`config.mk`:
```
export PLATFORM = sky130hd
export DESIGN_NAME = free_list
export DESIGN_NICKNAME = d
export VERILOG_FILES = /design/src/rtl/free_list.sv
export SDC_FILE = /design/constraint.sdc
export NUM_CORES = 1
export LEC_CHECK = 0
export CAP_MARGIN = 20
export CORE_MARGIN = 1
export CORE_UTILIZATION = 60
export DETAILED_ROUTE_END_ITERATION = 10
export GPL_TIMING_DRIVEN = 0
export PLACE_DENSITY = 0.78
export SKIP_CTS_REPAIR_TIMING = 1
export SYNTH_ARGS = -nofsm -noshare
export SYNTH_HDL_FRONTEND = slang
export SYNTH_SLANG_ARGS = --single-unit
```
`constraint.sdc`:
```
create_clock -name clk -period 21.3 [get_ports clk]
set_clock_uncertainty 0.15 [all_clocks]
set_input_delay 4.26 -clock clk [delete_from_list [all_inputs] [get_ports clk]]
set_output_delay 4.26 -clock clk [all_outputs]
set_load 0.05 [all_outputs]
```
`src/rtl/free_list.sv`:
```
// free_list: circular FIFO of free physical register tags feeding the RAT at rename.
// Optional macro FREE_LIST_CHECK_EN adds an in-list vector and a registered illegal-free flag.
module free_list #(
  parameter int ARCH_REGS = 32,
  parameter int PHYS_REGS = 64,
  parameter int TAG_W     = $clog2(PHYS_REGS),
  parameter int DEPTH     = PHYS_REGS - ARCH_REGS,
  parameter int CNT_W     = $clog2(DEPTH) + 1
) (
  input  logic             clk,
  input  logic             rst,
  input  logic             alloc_req,
  output logic             alloc_valid,
  output logic [TAG_W-1:0] alloc_tag,
  input  logic             free_we,
  input  logic [TAG_W-1:0] free_tag,
  output logic [CNT_W-1:0] free_count,
  output logic             full,
  output logic             free_err
);

  localparam int               PTR_W    = (DEPTH > 1) ? $clog2(DEPTH) : 1;
  localparam logic [CNT_W-1:0] CNT_FULL = CNT_W'(DEPTH);
  localparam logic [PTR_W-1:0] PTR_LAST = PTR_W'(DEPTH - 1);

  logic [TAG_W-1:0] r_mem [DEPTH];
  logic [PTR_W-1:0] r_head;
  logic [PTR_W-1:0] r_tail;
  logic [CNT_W-1:0] r_count;

  logic w_full;
  logic w_alloc_fire;
  logic w_full_block;
  logic w_free_acc;

  assign w_full       = (r_count == CNT_FULL);
  assign alloc_valid  = (r_count != '0);
  assign alloc_tag    = r_mem[r_head];
  assign w_alloc_fire = alloc_req && alloc_valid;
  // A free into a full list only fits when the head slot is vacated this same cycle.
  assign w_full_block = w_full && !w_alloc_fire;
  assign w_free_acc   = free_we && (free_tag != '0) && !w_full_block;

  assign free_count = r_count;
  assign full       = w_full;

  always_ff @(posedge clk or posedge rst) begin
    if (rst) begin
      for (int i = 0; i < DEPTH; i++) begin
        r_mem[i] <= TAG_W'(ARCH_REGS + i);
      end
    end else if (w_free_acc) begin
      r_mem[r_tail] <= free_tag;
    end
  end

  always_ff @(posedge clk or posedge rst) begin
    if (rst) begin
      r_head  <= '0;
      r_tail  <= '0;
      r_count <= CNT_FULL;
    end else begin
      if (w_alloc_fire) begin
        r_head <= (r_head == PTR_LAST) ? '0 : r_head + 1'b1;
      end
      if (w_free_acc) begin
        r_tail <= (r_tail == PTR_LAST) ? '0 : r_tail + 1'b1;
      end
      unique case ({w_alloc_fire, w_free_acc})
        2'b10:   r_count <= r_count - 1'b1;
        2'b01:   r_count <= r_count + 1'b1;
        default: r_count <= r_count;
      endcase
    end
  end

`ifdef FREE_LIST_CHECK_EN
  logic [PHYS_REGS-1:0] r_in_list;
  logic                 r_free_err;

  always_ff @(posedge clk or posedge rst) begin
    if (rst) begin
      for (int i = 0; i < PHYS_REGS; i++) begin
        r_in_list[i] <= (i >= ARCH_REGS);
      end
      r_free_err <= 1'b0;
    end else begin
      if (w_alloc_fire) begin
        r_in_list[alloc_tag] <= 1'b0;
      end
      if (w_free_acc) begin
        r_in_list[free_tag] <= 1'b1;
      end
      r_free_err <= free_we && ((free_tag == '0) || r_in_list[free_tag] || w_full_block);
    end
  end

  assign free_err = r_free_err;
`else
  assign free_err = 1'b0;
`endif

endmodule

```
==> results of run 1 <==
worst max-delay path, cell delays in order (launching register included):
cell,delay (ps)
dfrtp_1,310
buf_2,220
buf_2,330
buf_1,540
mux4_2,450
a211oi_1,370
a21oi_1,90
clkdlybuf4s50_1,720
sequential cells by signal, summed over array words and instances, names as in the netlist:
register and count:
free_count 6, r_head 5, r_mem 192, r_tail 5
cell families after synthesis:
kind of cell             share of synthesized area (%)
AND/OR/NAND/NOR                                   7.14
other                                           0.0363
buffers and inverters                             2.82
multiplexers                                      31.9
adder cells (fa/ha/maj)                           1.65
flip-flops                                        51.8
AO/OA/AOI/OAI                                     4.32
XOR/XNOR                                         0.340
synthesized netlist by cell type, drive strengths merged, types with 2 or more instances:
library cell	n	area, sq um
mux2	196	2210
dfstp	113	2970
dfrtp	95	2380
mux4	37	833
nand4	32	369
buf	27	160
clkbuf	27	101
mux2i	25	250
ha	12	150
a21oi	11	55.1
o221ai	11	96.3
nand2	9	33.8
o21ai	9	45.0
inv	8	30.0
a211oi	7	52.6
a22o	6	52.6
and3	6	37.5
a22oi	5	37.5
nor2	5	18.8
nor3b	5	52.6
and2	4	25.0
nand2b	4	25.0
nor2b	4	25.0
nor4	4	25.0
nand4b	3	32.5
nor3	3	25.0
and3b	2	17.5
nand3	2	10.0
o2111ai	2	17.5
o2bb2ai	2	17.5
o31ai	2	28.8
or4	2	18.8
xnor2	2	17.5
xor2	2	17.5
how the worst min path moves through the flow:
| stage | from | to |
|---|---|---|
| floorplan | r_mem[74] | r_mem[74] |
| global placement | r_mem[80] | r_mem[80] |
| detailed placement | r_mem[30] | r_mem[30] |
| CTS | r_mem[74] | r_mem[74] |
| global route | r_mem[74] | r_mem[74] |
| finish | r_mem[170] | r_mem[170] |
cell type report:
| cell class | count | area (sq um) |
|---|---|---|
| plain buffers | 54 | 262 |
| multi-input cells | 424 | 4680 |
| well taps | 220 | 275 |
| clock inverters | 9 | 124 |
| fillers | 1137 | 5050 |
| inverters | 8 | 37.5 |
| clock buffers | 33 | 663 |
| flip-flops and latches | 208 | 5350 |
| repair buffers | 24 | 258 |
per-layer routing:
layer | global-route usage, % | share of wire, % | vias to the layer above
met2 | 47.2 | 51 | 171
met5 | 0 | 0 | -
met4 | 9.15 | 3.0 | 0
met1 | 36.6 | 41 | 3348
li1 | - | - | 2743
met3 | 5.25 | 5.4 | 51
report_power, final:
group	switching, mW	internal, mW	leakage [nW]
combinational	0.380	0.355	2.63
sequential	0.0985	0.634	2.38
clock	0.158	0.253	0.392
total	0.636	1.24	5.40
==> out/metrics.cfg, run 1 <==
[timing]
setup_viol=0
tightest_slew_ps=779
fin_crit_ps=7970
period_share_pct=37.4
fmax_mhz=126
hold_viol_final=0
relSlewSlack_pct=48.1
slew_viol_final=0
rsz0062_at_grt=false
holdWs_ps=352
setup_tns_ps=0
setup_slack_ps=13330

[layout]
layout_common_cells=191 x mux2_2, 113 x dfstp_2, 95 x dfrtp_1, 37 x mux4_2, 32 x clkbuf_1
drive_gt1_share_pct=58.3
area_growth_syn_to_layout_pct=12.9
antennaDiodeCount=0
layout_commonest_cell=mux2_2
fin_cells=980
fin_area_sq_mm=0.0116
nNetsFinal=766
fin_util_pct=69.7

[place]
hpwl_um=16600
dpl_cell_area_sq_mm=0.0109
dp_slack_ps=13620
placedCellCount=938
portBuffers=23
place.gp.congestion=0.819

[job]
cap_violations=0

[logic_synthesis]
async_flop_share_pct=100
synthFlopType=dfstp_2
synth_edf_count=0
yosysSeqAreaShare_pct=51.8
syn_inst=694
synth_area_sq_mm=0.0103
syn_nets=717
synth_seq_cells=208
synth_warnings=0
synth.avg_cell_area_sq_um=14.9
synth.distinct_cells=54

[clock_network]
cts_made_buffers=23
cts_root_buffer=clkbuf_16
cts.htree.levels=1
cts_tree=yes
ctsLongestPathBuffers=3
clk_pin_slew_ps=60
cts.sinks=208
clkLatencyLatePin_ps=510

[power_and_ir_drop]
pwr_density_cell_mw_per_mm2=161
leakage_nw=5.40
power_mw=1.88
ir_worst_vdd_uv=151

[grt]
overflow=0
grt_first_pass_wirelength_um=37500
antenna_found_initial=0
grt_max_degree=118
grt_pass1_vias=6687
grt_util_all_layers_pct=27.9

[critical_path]
r2r_end=free_count[5]
end_kind=output port
cp.required_ps=16890
r2r_setup_slack_ps=17830
critPathLaunch=r_head[2]
r2r_start=free_count[0]
critPathCapture=alloc_tag[3]
critPathLaunchType=register
arrival_ps=3560
reg2regPathDepth=9
worstSetupPathType=reg2out
critical_path_peak_fanout=10

[routing]
ant_nets=0
drcViolationCount=0
route.vias.total=6313
routedWlPerCell_um=24.0
routed_wl_um=23600
dr.pass1.iters=4
drt-initial-drc-count=404
via_per_inst=6.44

[floorplan]
fp.dieH_um=133
die_x_um=133
rows=47
dieArea_sq_mm=0.0177
start_util_pct=61.8
io_pins=25
core_area_sq_mm=0.0167

[hold_path]
holdPathStages=1
hold_path.class=reg2reg

[outcome]
status=finished clean

Power figures use the tool's default switching activity.
==> inputs of run 2 (changes only) <==
--- a/config.mk
+++ b/config.mk
@@ -7,10 +7,10 @@
 export LEC_CHECK = 0
 export CAP_MARGIN = 20
 export CORE_MARGIN = 1
-export CORE_UTILIZATION = 60
+export CORE_UTILIZATION = 56
 export DETAILED_ROUTE_END_ITERATION = 10
 export GPL_TIMING_DRIVEN = 0
-export PLACE_DENSITY = 0.78
+export PLACE_DENSITY = 0.76
 export SKIP_CTS_REPAIR_TIMING = 1
 export SYNTH_ARGS = -nofsm -noshare
 export SYNTH_HDL_FRONTEND = slang
==> constraint.sdc (replaced) <==
create_clock -name clk -period 6.6 [get_ports clk]
set_clock_uncertainty 0.15 [all_clocks]
set_input_delay 1.32 -clock clk [delete_from_list [all_inputs] [get_ports clk]]
set_output_delay 1.32 -clock clk [all_outputs]
set_load 0.05 [all_outputs]
==> out/metrics.cfg, run 2 (synthesis gave the netlist of run 1 again) <==
[outcome]
status=finished clean  ; unchanged

[clock_network]
cts.sinks=208  ; unchanged
cts.htree.levels=1  ; unchanged
cts_tree=yes  ; unchanged
clk_pin_slew_ps=60  ; about the same
cts_made_buffers=23  ; unchanged
cts_root_buffer=clkbuf_16  ; unchanged
clkLatencyLatePin_ps=500  ; was 510 ps
ctsLongestPathBuffers=3  ; unchanged

[job]
cap_violations=0  ; unchanged

[routing]
wl_met2_um=11900  ; about the same
routedWlPerCell_um=24.0  ; about the same
wl_met1_um=10000  ; was 9690 um
drcViolationCount=0  ; unchanged
ant_nets=0  ; unchanged
dr.pass1.iters=5  ; was 4
wl_met3_um=1180  ; was 1270 um
routed_wl_um=23800  ; was 23600 um
route.vias.total=6319  ; was 6313
drt-initial-drc-count=362  ; was 404
top_layer_used=met4  ; unchanged
via_per_inst=6.37  ; was 6.44

[critical_path]
worstSetupPathType=reg2out  ; unchanged
arrival_ps=3490  ; was 3560 ps
critPathLaunch=r_head[1]  ; was r_head[2]
end_kind=output port  ; unchanged
critPathLaunchType=register  ; unchanged
path_cells=clkbuf_1, nand3_1, clkbuf_1, o221ai_1, a211oi_1, a21oi_1, clkdlybuf4s50_1  ; was buf_2, buf_2, buf_1, mux4_2, a211oi_1, a21oi_1, clkdlybuf4s50_1
cp.required_ps=5130  ; was 16890 ps
critical_path_peak_fanout=10  ; unchanged
crit_top_cell=clkbuf_1  ; was buf_2
crit_slowest_cell=clkdlybuf4s50_1  ; unchanged
critical-path-max-stage-delay_ps=860  ; was 720 ps
r2r_start=free_count[0]  ; unchanged

[timing]
slew_viol_final=0  ; unchanged
setup_tns_ps=0  ; unchanged
hold_viol_final=0  ; unchanged
tightest_slew_ps=755  ; was 779 ps
fin_crit_ps=4960
rsz0062_at_grt=false  ; unchanged
relSlewSlack_pct=49.7  ; was 48.1%
period_share_pct=75.1
fmax_mhz=202
setup_viol=0  ; unchanged

[floorplan]
io_pins=25  ; unchanged
rows=49  ; was 47
start_util_pct=57.3  ; was 61.8%
fp.dieH_um=138  ; was 133 um
die_x_um=138  ; was 133 um
dieArea_sq_mm=0.0190  ; was 0.0177 sq mm
core_area_sq_mm=0.0180  ; was 0.0167 sq mm

[layout]
area_growth_syn_to_layout_pct=13.3  ; was 12.9%
drive_gt1_share_pct=58.5  ; was 58.3%
largest_reg_flops=192  ; unchanged
fin_area_sq_mm=0.0117  ; was 0.0116 sq mm
antennaDiodeCount=0  ; unchanged
largest-register=r_mem  ; unchanged
nNetsFinal=770  ; was 766
layout_common_cells=191 x mux2_2, 113 x dfstp_2, 95 x dfrtp_1, 37 x mux4_2, 32 x clkbuf_1  ; unchanged
layout_commonest_cell=mux2_2  ; unchanged
fin_util_pct=64.9  ; was 69.7%

[power_and_ir_drop]
p_clk_share_pct=20.8  ; was 21.9%
ir_worst_vdd_uv=408  ; was 151 uV
swShare_pct=34.2  ; was 33.9%
pwr_density_cell_mw_per_mm2=513  ; was 161 mW/mm^2
leakage_nw=5.40  ; about the same
internal_power_mw=3.94  ; was 1.24 mW
pwr-share-comb_pct=39.7  ; was 39.1%
p_seq_share_pct=39.6  ; was 39.0%
switchingPower_mw=2.05  ; was 636 uW

[hold_path]
hold_path.class=reg2reg  ; unchanged
min_from=r_mem[126]  ; was r_mem[170]

[grt]
grt_max_degree=49  ; was 118
overflow=0  ; unchanged
antenna_found_initial=0  ; unchanged
grt_pass1_vias=6638  ; was 6687
grt_util_all_layers_pct=26.5  ; was 27.9%
grt_first_pass_wirelength_um=37300  ; was 37500 um

[place]
portBuffers=23  ; unchanged
dpl_cell_area_sq_mm=0.0109  ; about the same
place.gp.congestion=0.846  ; was 0.819
hpwl_um=17100  ; was 16600 um

run 2: worst paths after layout:
kind / end / slack (ps) / cells after the start
min reg2reg: r_mem[126] / 350 / 1
min: r_mem[126] / 350 / 1
max: alloc_tag[1] / 1640 / 7
max reg2reg: free_count[5] / 3210 / 11
max in group asynchronous: r_mem[79] / 4080 / 5
min in group asynchronous: r_tail[1] / 1080 / 2
run 2: area by class of cell:
class / count / area (sq um)
Clock buffer: 34 / 677
Timing Repair Buffer: 28 / 338
Sequential cell: 208 / 5350
Inverter: 8 / 33.8
Fill cell: 1299 / 6330
Multi-Input combinational cell: 424 / 4680
Buffer: 54 / 262
Clock inverter: 7 / 65.1
Tap cell: 229 / 287
run 2: metrics by stage:
| stage | power (mW) | cells | setup slack [ps] | hold WS, ps |
|---|---|---|---|---|
| after global placement | 4.59 | 946 | 1190 | 331 |
| after global routing | 6.27 | 992 | 1530 | 370 |
| final | 5.99 | 992 | 1640 | 350 |
| after floorplan | 4.04 | 694 | 2520 | 309 |
| after detailed placement | 4.73 | 951 | 1860 | 339 |
| after CTS | 6.00 | 992 | 1640 | 354 |
run 2: critical path, delay by kind of cell, from the launching register on:
family,cells,cell delay (ps)
simple gates,1,200
flops,1,360
compound gates,3,700
buf+inv,3,1740
run 2: power groups by stage:
stage | Sequential (mW) | Combinational (mW) | Clock (mW)
3_5_place_dp | 2.37 | 2.36 | 0
6_report | 2.37 | 2.38 | 1.24
3_3_place_gp | 2.32 | 2.27 | 0
2_1_floorplan | 2.32 | 1.72 | 0
4_1_cts | 2.36 | 2.38 | 1.27
5_1_grt | 2.43 | 2.52 | 1.32
run 2: metal layers:
metal  vias up  global-route usage, %
li1       2749                      -
met1      3349                   34.8
met2       171                   44.9
met3        50                   4.38
met4         0                   8.51
met5         -                      0
==> inputs of run 3 (changes only) <==
==> constraint.sdc (replaced) <==
create_clock -name clk -period 4.5 [get_ports clk]
set_clock_uncertainty 0.15 [all_clocks]
set_input_delay 0.9 -clock clk [delete_from_list [all_inputs] [get_ports clk]]
set_output_delay 0.9 -clock clk [all_outputs]
set_load 0.05 [all_outputs]
==> out/metrics.cfg, run 3 (synthesis gave the netlist of run 1 again) <==
[critical_path]
end_kind=output port  ; unchanged
crit_family=buffers and inverters  ; unchanged
reg2regPathDepth=11  ; unchanged
arrival_ps=3350  ; was 3490 ps
cp.required_ps=3450  ; was 5130 ps
worstSetupPathType=reg2out  ; unchanged
r2r_end=free_count[5]  ; unchanged
path_cells=buf_2, clkbuf_1, mux4_2, a211oi_1, a311oi_1, clkdlybuf4s50_1  ; was clkbuf_1, nand3_1, clkbuf_1, o221ai_1, a211oi_1, a21oi_1, clkdlybuf4s50_1
crit_slowest_cell=clkdlybuf4s50_1  ; unchanged
r2r_setup_slack_ps=1100  ; was 3210 ps
path_buf_inv=3  ; unchanged
critPathLaunchType=register  ; unchanged
critical_path_peak_fanout=10  ; unchanged
critical-path-max-stage-delay_ps=890  ; was 860 ps
r2r_start=free_count[0]  ; unchanged

[power_and_ir_drop]
power_mw=8.79  ; was 5.99 mW
leakage_nw=5.44  ; was 5.40 nW
pwr_density_cell_mw_per_mm2=751  ; was 513 mW/mm^2
ir_worst_vdd_uv=595  ; was 408 uV

[grt]
antenna_found_initial=0  ; unchanged
grt_first_pass_wirelength_um=37300  ; unchanged
grt_max_degree=49  ; unchanged
grt_util_all_layers_pct=26.5  ; unchanged
grt_pass1_vias=6638  ; unchanged
overflow=0  ; unchanged

[routing]
dr.pass1.iters=5  ; unchanged
routed_wl_um=23800  ; about the same
ant_nets=0  ; unchanged
drt-initial-drc-count=402  ; was 362
drcViolationCount=0  ; unchanged
via_per_inst=6.38  ; was 6.37
route.vias.total=6332  ; was 6319
routedWlPerCell_um=24.0  ; about the same

[timing]
rsz0062_at_grt=false  ; unchanged
fin_crit_ps=4400
period_share_pct=97.7
holdWs_ps=350  ; about the same
hold_viol_final=0  ; unchanged
fmax_mhz=227
tightest_slew_ps=761  ; was 755 ps
setup_slack_ps=102  ; was 1640 ps
relSlewSlack_pct=49.3  ; was 49.7%
slew_viol_final=0  ; unchanged
setup_viol=0  ; unchanged

[floorplan]
fp.dieH_um=138  ; unchanged
start_util_pct=57.3  ; unchanged
rows=49  ; unchanged
die_x_um=138  ; unchanged
io_pins=25  ; unchanged
dieArea_sq_mm=0.0190  ; unchanged
core_area_sq_mm=0.0180  ; unchanged

[outcome]
status=finished clean  ; unchanged

[place]
hpwl_um=17100  ; unchanged
dp_slack_ps=180  ; was 1860 ps
placedCellCount=951  ; unchanged
portBuffers=23  ; unchanged
place.gp.congestion=0.846  ; unchanged

[hold_path]
holdPathStages=1  ; unchanged
min_to=r_mem[126]  ; unchanged
hold_path.class=reg2reg  ; unchanged
min_from=r_mem[126]  ; unchanged

[layout]
area_growth_syn_to_layout_pct=13.4  ; was 13.3%
drive_gt1_share_pct=58.7  ; was 58.5%
nNetsFinal=770  ; unchanged
layout_commonest_cell=mux2_2  ; unchanged
regArea_sq_mm=0.00535  ; unchanged
n_fill_cell=1298  ; was 1299
multi_input_area_sq_mm=0.00468  ; unchanged
largest_reg_flops=192  ; unchanged
antennaDiodeCount=0  ; unchanged
largest-register=r_mem  ; unchanged
layout_common_cells=191 x mux2_2, 113 x dfstp_2, 95 x dfrtp_1, 37 x mux4_2, 31 x clkbuf_1  ; was 191 x mux2_2, 113 x dfstp_2, 95 x dfrtp_1, 37 x mux4_2, 32 x clkbuf_1
fin_cells=992  ; unchanged

[clock_network]
clk_pin_slew_ps=60  ; about the same
cts_tree=yes  ; unchanged
cts_made_buffers=23  ; unchanged
ctsLongestPathBuffers=3  ; unchanged
cts.sinks=208  ; unchanged
cts.htree.levels=1  ; unchanged
clkLatencyLatePin_ps=500  ; about the same
cts_root_buffer=clkbuf_16  ; unchanged

[job]
cap_violations=0  ; unchanged

==> run 3: cell types whose count changed in the layout (fill, tap and decap cells not counted) <==
cell / change
clkbuf_1: -1
clkbuf_2: +2
clkdlybuf4s50_1: -3
dlymetal6s2s_1: +3
buf_1: -1
==> run 3: metrics by stage <==
stage / util (%) / area (sq um) / setup TNS (ps)
floorplan: - / 10300 / 0
global placement: 60.1 / 10800 / -45170
detailed placement: 60.7 / 10900 / 0
CTS: 64.9 / 11700 / -66.8
global route: 64.9 / 11700 / 0
finish: 64.9 / 11700 / 0
==> run 3: where the power goes <==
group / total, mW / switching [mW] / internal [mW]
clock: 1.82 / 0.729 / 1.10
combinational: 3.49 / 1.81 / 1.68
sequential: 3.48 / 0.475 / 3.00
total: 8.79 / 3.01 / 5.78
==> run 3: layout make-up <==
class                   instances  area share (%)
repair buffers                 28            2.95
flip-flops and latches        208            45.7
well taps                     229            2.45
multi-input cells             424            40.0
clock inverters                 7           0.556
clock buffers                  34            5.79
inverters                       8           0.289
plain buffers                  54            2.26
==> run 3: how the worst max path moves through the flow <==
stage                      startpoint            end  slack, ps  cells after the start
after floorplan                   rst  free_count[0]        840                      1
after global placement            rst      r_mem[85]       -490                      2
after detailed placement  free_tag[2]  free_count[5]        180                     12
after CTS                   r_head[1]   alloc_tag[1]        -40                      7
after global routing        r_head[0]   alloc_tag[0]         10                      9
final                       r_head[2]   alloc_tag[4]        100                      6
==> run 3: per-layer routing <==
layer  track usage [%]  share of wire [%]  wire length (um)
met1              34.8                 42             10000
met2              44.9                 50             12000
met3              4.38                4.6              1100
met4              8.51                3.1               731
met5                 0                  0                 0
